===== config.mk =====
export PLATFORM = sky130hd
export DESIGN_NAME = sign_mag_adder_ctrl
export DESIGN_NICKNAME = d
export VERILOG_FILES = /design/src/rtl/smadd_pkg.sv /design/src/rtl/sign_mag_adder_ctrl_sign_byte_pack.sv /design/src/rtl/sign_mag_adder_ctrl.sv
export SDC_FILE = /design/constraint.sdc
export NUM_CORES = 1
export LEC_CHECK = 0
export BUFFER_PORTS_ARGS = -buffer_cell sky130_fd_sc_hd__buf_2
export CORE_ASPECT_RATIO = 0.7
export CORE_MARGIN = 2
export CORE_UTILIZATION = 50
export CTS_CLUSTER_SIZE = 40
export DETAILED_ROUTE_END_ITERATION = 8
export PLACE_DENSITY = 0.72
export RECOVER_POWER = 25
export SYNTH_ARGS = -nofsm -noshare
export SYNTH_HDL_FRONTEND = slang
export SYNTH_SLANG_ARGS = --single-unit
export TNS_END_PERCENT = 100

===== constraint.sdc =====
create_clock -name clk -period 4.8 [get_ports clk]
set_clock_uncertainty 0.2 [all_clocks]
set_input_delay 0.96 -clock clk [delete_from_list [all_inputs] [get_ports clk]]
set_output_delay 0.96 -clock clk [all_outputs]
set_load 0.01 [all_outputs]

===== src/rtl/smadd_pkg.sv =====
// ---------------------------------------------------------------------------
// smadd_pkg
//   Shared definitions for the sign-magnitude adder sequencer.
//   - state_t     : FSM state encoding (ST_IDLE, ST_CMP, ST_EXEC, ST_DONE)
//   - SMADD_W     : default magnitude width
//   - SIGN_BYTE_W : width of the packed sign byte presented to the bus path
// ---------------------------------------------------------------------------
package smadd_pkg;

    localparam int SMADD_W     = 8;
    localparam int SIGN_BYTE_W = 8;

    typedef enum logic [1:0] {
        ST_IDLE = 2'd0,
        ST_CMP  = 2'd1,
        ST_EXEC = 2'd2,
        ST_DONE = 2'd3
    } state_t;

endpackage : smadd_pkg


===== src/rtl/sign_mag_adder_ctrl_sign_byte_pack.sv =====
// ---------------------------------------------------------------------------
// sign_byte_pack
//   Combinational packer: widens a 1-bit sign into the byte format used by
//   the display/bus path, {7'b0, sign}.
//   Ports:
//     sign       in   1             sign bit (1 = negative)
//     sign_byte  out  SIGN_BYTE_W   {zeros, sign}
// ---------------------------------------------------------------------------
module sign_byte_pack
    import smadd_pkg::*;
(
    input  logic                   sign,
    output logic [SIGN_BYTE_W-1:0] sign_byte
);

    assign sign_byte = {{(SIGN_BYTE_W-1){1'b0}}, sign};

endmodule : sign_byte_pack


===== src/rtl/sign_mag_adder_ctrl.sv =====
// ---------------------------------------------------------------------------
// sign_mag_adder_ctrl
//   Multi-cycle sequencer for a sign-magnitude adder. Operands are latched
//   on start, magnitudes are ordered, add or subtract is chosen from the
//   effective signs, and the result is registered and held until the next
//   completion.
//
//   Handshake (start/busy/done):
//     start is sampled only while idle (busy=0); the operands present at
//     that edge are latched and later input changes have no effect. busy is
//     high from the accepting edge until the sequencer is idle again. done
//     is a registered one-cycle pulse; res_mag/res_sign_byte/ovf are valid
//     from that cycle and held until the next done or reset. start while
//     busy is dropped, nothing is queued. Accept-to-accept spacing is 4
//     cycles minimum, so start held high yields one operation every 4.
//
//   Ports:
//     clk            in   1   rising-edge clock
//     rst            in   1   asynchronous active-high reset
//     start          in   1   operation request
//     op_sub         in   1   0 = A+B, 1 = A-B
//     a_sign, a_mag  in   1,W operand A (sign-magnitude)
//     b_sign, b_mag  in   1,W operand B (sign-magnitude)
//     busy           out  1   operation in flight (state != IDLE)
//     done           out  1   one-cycle completion pulse
//     res_mag        out  W   result magnitude (held)
//     res_sign_byte  out  8   {7'b0, result sign} (held)
//     ovf            out  1   magnitude overflow on add (held)
//
//   Build option: SMADD_SATURATE_EN -- when defined, an overflowing add
//   clamps res_mag to all ones instead of wrapping. ovf is unaffected.
// ---------------------------------------------------------------------------
module sign_mag_adder_ctrl
    import smadd_pkg::*;
#(
    parameter int W = SMADD_W
) (
    input  logic                   clk,
    input  logic                   rst,
    input  logic                   start,
    input  logic                   op_sub,
    input  logic                   a_sign,
    input  logic [W-1:0]           a_mag,
    input  logic                   b_sign,
    input  logic [W-1:0]           b_mag,
    output logic                   busy,
    output logic                   done,
    output logic [W-1:0]           res_mag,
    output logic [SIGN_BYTE_W-1:0] res_sign_byte,
    output logic                   ovf
);

    state_t state;
    state_t state_nxt;

    logic         accept;
    logic         a_sign_q;
    logic [W-1:0] a_mag_q;
    logic         eb_q;
    logic [W-1:0] b_mag_q;
    logic         same_q;
    logic         swap_q;

    logic         res_sign_q;

    logic [W:0]   exec_sum;
    logic [W-1:0] exec_mag;
    logic         exec_sign;
    logic         exec_ovf;

    assign accept = (state == ST_IDLE) && start;
    assign busy   = (state != ST_IDLE);

    // ---------------- FSM ----------------
    always_ff @(posedge clk or posedge rst) begin
        if (rst) begin
            state <= ST_IDLE;
        end else begin
            state <= state_nxt;
        end
    end

    always_comb begin
        state_nxt = state;
        case (state)
            ST_IDLE: if (start) state_nxt = ST_CMP;
            ST_CMP:  state_nxt = ST_EXEC;
            ST_EXEC: state_nxt = ST_DONE;
            ST_DONE: state_nxt = ST_IDLE;
            default: state_nxt = ST_IDLE;
        endcase
    end

    // ---------------- operand capture ----------------
    // op_sub is folded into B's sign here so later stages only ever add
    // signed quantities.
    always_ff @(posedge clk or posedge rst) begin
        if (rst) begin
            a_sign_q <= 1'b0;
            a_mag_q  <= '0;
            eb_q     <= 1'b0;
            b_mag_q  <= '0;
        end else if (accept) begin
            a_sign_q <= a_sign;
            a_mag_q  <= a_mag;
            eb_q     <= b_sign ^ op_sub;
            b_mag_q  <= b_mag;
        end
    end

    // ---------------- compare stage ----------------
    always_ff @(posedge clk or posedge rst) begin
        if (rst) begin
            same_q <= 1'b0;
            swap_q <= 1'b0;
        end else if (state == ST_CMP) begin
            same_q <= (a_sign_q == eb_q);
            swap_q <= (b_mag_q > a_mag_q);
        end
    end

    // ---------------- execute datapath ----------------
    always_comb begin
        exec_sum  = {1'b0, a_mag_q} + {1'b0, b_mag_q};
        exec_mag  = '0;
        exec_sign = 1'b0;
        exec_ovf  = 1'b0;
        if (same_q) begin
            exec_ovf  = exec_sum[W];
            exec_sign = a_sign_q;
`ifdef SMADD_SATURATE_EN
            exec_mag  = exec_sum[W] ? {W{1'b1}} : exec_sum[W-1:0];
`else
            exec_mag  = exec_sum[W-1:0];
`endif
        end else if (swap_q) begin
            exec_mag  = b_mag_q - a_mag_q;
            exec_sign = eb_q;
        end else begin
            // A is larger or equal; a tie yields zero and is cleared below.
            exec_mag  = a_mag_q - b_mag_q;
            exec_sign = a_sign_q;
        end
        // Zero is always reported positive, which also absorbs -0 inputs.
        if (exec_mag == '0) begin
            exec_sign = 1'b0;
        end
    end

    // ---------------- result registers ----------------
    always_ff @(posedge clk or posedge rst) begin
        if (rst) begin
            res_mag    <= '0;
            res_sign_q <= 1'b0;
            ovf        <= 1'b0;
            done       <= 1'b0;
        end else begin
            done <= (state == ST_EXEC);
            if (state == ST_EXEC) begin
                res_mag    <= exec_mag;
                res_sign_q <= exec_sign;
                ovf        <= exec_ovf;
            end
        end
    end

    sign_byte_pack u_sign_byte_pack (
        .sign      (res_sign_q),
        .sign_byte (res_sign_byte)
    );

endmodule : sign_mag_adder_ctrl

==> impl_metrics.py <==
metrics = {
    "die": {
        "die_x_um": 86.7,
        "fp.dieH_um": 61.9,
        "initial_core_util": 0.509,
        "dieArea_um2": 5370,
        "rows": 21,
        "num_io_pins": 41,
        "core_um2": 4700,
    },
    "cells_and_area": {
        "nets": 319,
        "mostFrequentLayoutCells": "dfrtp_1, buf_2, ha_1",
        "multi_input_area_um2": 1370,
        "fillCellCount": 440,
        "syn_to_final_growth_pct": 11.8,
        "antenna_cells": 0,
        "drive_gt1_frac": 0.263,
        "regArea_um2": 826,
    },
    "clock_tree": {
        "cts_hold_buf": 0,
        "cts_tree": "yes",
        "cts_setup_buffers": 0,
        "htree_levels": 2,
        "cts_sinks": 33,
        "clk_latency_ns": 0.29,
        "cts_root_buffer": "clkbuf_8",
        "cts.clk_slew.worst_paths_ns": 0.07,
        "clock_path_buffers": 2,
        "cts_resized": 0,
        "cts_buffers": 5,
    },
    "worst_setup_path": {
        "critPathCaptureType": "flop",
        "cp_cell_sequence": "inv_1 -> ha_1 -> nor2b_1 -> o21ai_1 -> a2111oi_0 -> a221oi_1 -> xnor2_1 -> nand2b_1 -> o31a_1",
        "worst_path_largest_cell_delay_ns": 0.54,
        "cp_max_fo": 6,
        "startpoint_type": "flop",
        "worstSetupPathType": "flop to flop",
        "worstPathArrival_ns": 2.89,
        "slowest_stage": "a2111oi_0",
        "worstPathRequired_ns": 4.77,
    },
    "global_route": {
        "antenna_found_initial": 0,
        "grt_max_degree": 34,
        "gr-total-overflow": 0,
        "grt_usage": 0.178,
        "grt_pass1_vias": 1579,
        "grt_pass1_wl_um": 7340,
    },
    "sta": {
        "tightest_slew_ns": 1.80,
        "period_share": 0.608,
        "fmaxAchievable_mhz": 343,
        "setup_viol": 0,
        "slew_violations": 34,
        "slew_headroom": -0.201,
        "period_minus_slack_ns": 2.92,
        "setup_tns_ns": 0,
        "rsz0062_at_grt": "false",
        "hold_violations": 0,
    },
    "synth": {
        "synth_cells": 235,
        "ys_seq_area_frac": 0.345,
        "synthFlopType": "dfrtp_1",
        "synth_cell_types": 50,
        "synth_area_um2": 2390,
        "async_reset_ff_frac": 1.00,
        "synth_enable_flop_cells": 0,
        "syn_avg_cell_area_um2": 10.2,
        "ys_ff_latch": 33,
        "ys_warn_count": 0,
    },
    "routing": {
        "drc_errors": 0,
        "via_per_inst": 5.36,
        "dr.first_iter.drc_count": 126,
        "vias": 1732,
        "drtAntennaViolNets": 0,
        "firstDrtPassIters": 4,
        "drt_wl_total_um": 4450,
        "wl_per_cell_um": 13.8,
    },
    "placement": {
        "numPortBuffers": 33,
        "routabilityCongestion": 0.897,
        "dp_hpwl_um": 3380,
    },
    "flow_run": {
        "cap_violations": 1,
    },
    "worst_hold_path": {
        "hp-class": "flop to flop",
    },
    "run_status": {
        "status": "finished, violations left",
        "violations": "max-capacitance violations, max-slew violations",
    },
}
-- cell type report --
cell class / count / area share
flip-flops and latches: 33 / 0.309
clock inverters: 3 / 0.0243
inverters: 28 / 0.0393
well taps: 57 / 0.0266
clock buffers: 5 / 0.0257
repair buffers: 34 / 0.0631
multi-input cells: 163 / 0.512
-- per-layer routing --
layer / vias up / routed length [um] / track usage
li1: 858 / - / -
met1: 809 / 2310 / 0.271
met2: 60 / 1810 / 0.256
met3: 5 / 288 / 0.0449
met4: 0 / 34 / 0.0379
met5: - / 0 / 0
-- stage by stage --
step           utilization  hold WS (ns)  worst slack (ns)  instance area, um^2  instances
2_1_floorplan            -         0.291              2.14                 2420        241
3_3_place_gp         0.541         0.286              1.95                 2550        315
3_5_place_dp         0.541         0.292              1.94                 2550        315
4_1_cts              0.570         0.307              1.93                 2680        323
5_1_grt              0.569         0.321              1.67                 2680        323
6_report             0.569         0.304              1.88                 2680        323
-- cell families after synthesis --
group           share of synthesized area
compound gates                      0.154
buf+inv                            0.0919
simple gates                       0.0763
flops                               0.345
fa+ha+maj                           0.177
mux                                 0.125
xor+xnor                           0.0293
other cells                       0.00157
-- cells in the mapped netlist, types with 4 or more instances --
master / instances / area share
dfrtp_1: 33 / 0.34
xnor2_1: 7 / 0.026
mux2_2: 23 / 0.11
nand2_1: 9 / 0.014
clkbuf_1: 4 / 0.0063
a211oi_1: 4 / 0.013
ha_1: 29 / 0.15
a21oi_1: 15 / 0.031
nor2_1: 9 / 0.014
o21ai_0: 5 / 0.010
buf_4: 9 / 0.028
inv_1: 27 / 0.042
-- registers in the layout, summed over array words and instances, names as in the netlist --
signal / cells
b_mag_q: 8
a_sign_q: 1
same_q: 1
eb_q: 1
a_mag_q: 8
res_mag: 8
ovf: 1
swap_q: 1
res_sign_q: 1
done: 1
state: 2
-- critical path: cells and delay by family, from the launching register on --
kind | cells | cell delay, ns
XOR/XNOR | 1 | 0.29
AO/OA/AOI/OAI | 4 | 1.03
adder cells (fa/ha/maj) | 1 | 0.38
buffers and inverters | 1 | 0.13
flip-flops | 1 | 0.51
AND/OR/NAND/NOR | 2 | 0.27
-- worst paths after layout --
check	slack (ns)	cells after the start	startpoint	endpoint
min in group asynchronous	1.10	3	rst	a_mag_q[5]
worst min-delay path	0.30	1	res_mag[1]	res_mag[1]
worst max register to register	1.88	9	a_mag_q[1]	res_sign_q
max in group asynchronous	2.26	3	rst	a_mag_q[0]
worst max-delay path	1.88	9	a_mag_q[1]	res_sign_q
worst min register to register	0.30	1	res_mag[1]	res_mag[1]
Power is left out: the tool's default activity adds up to more than one toggle a clock period on the data nets, which glitch-free logic cannot reach.
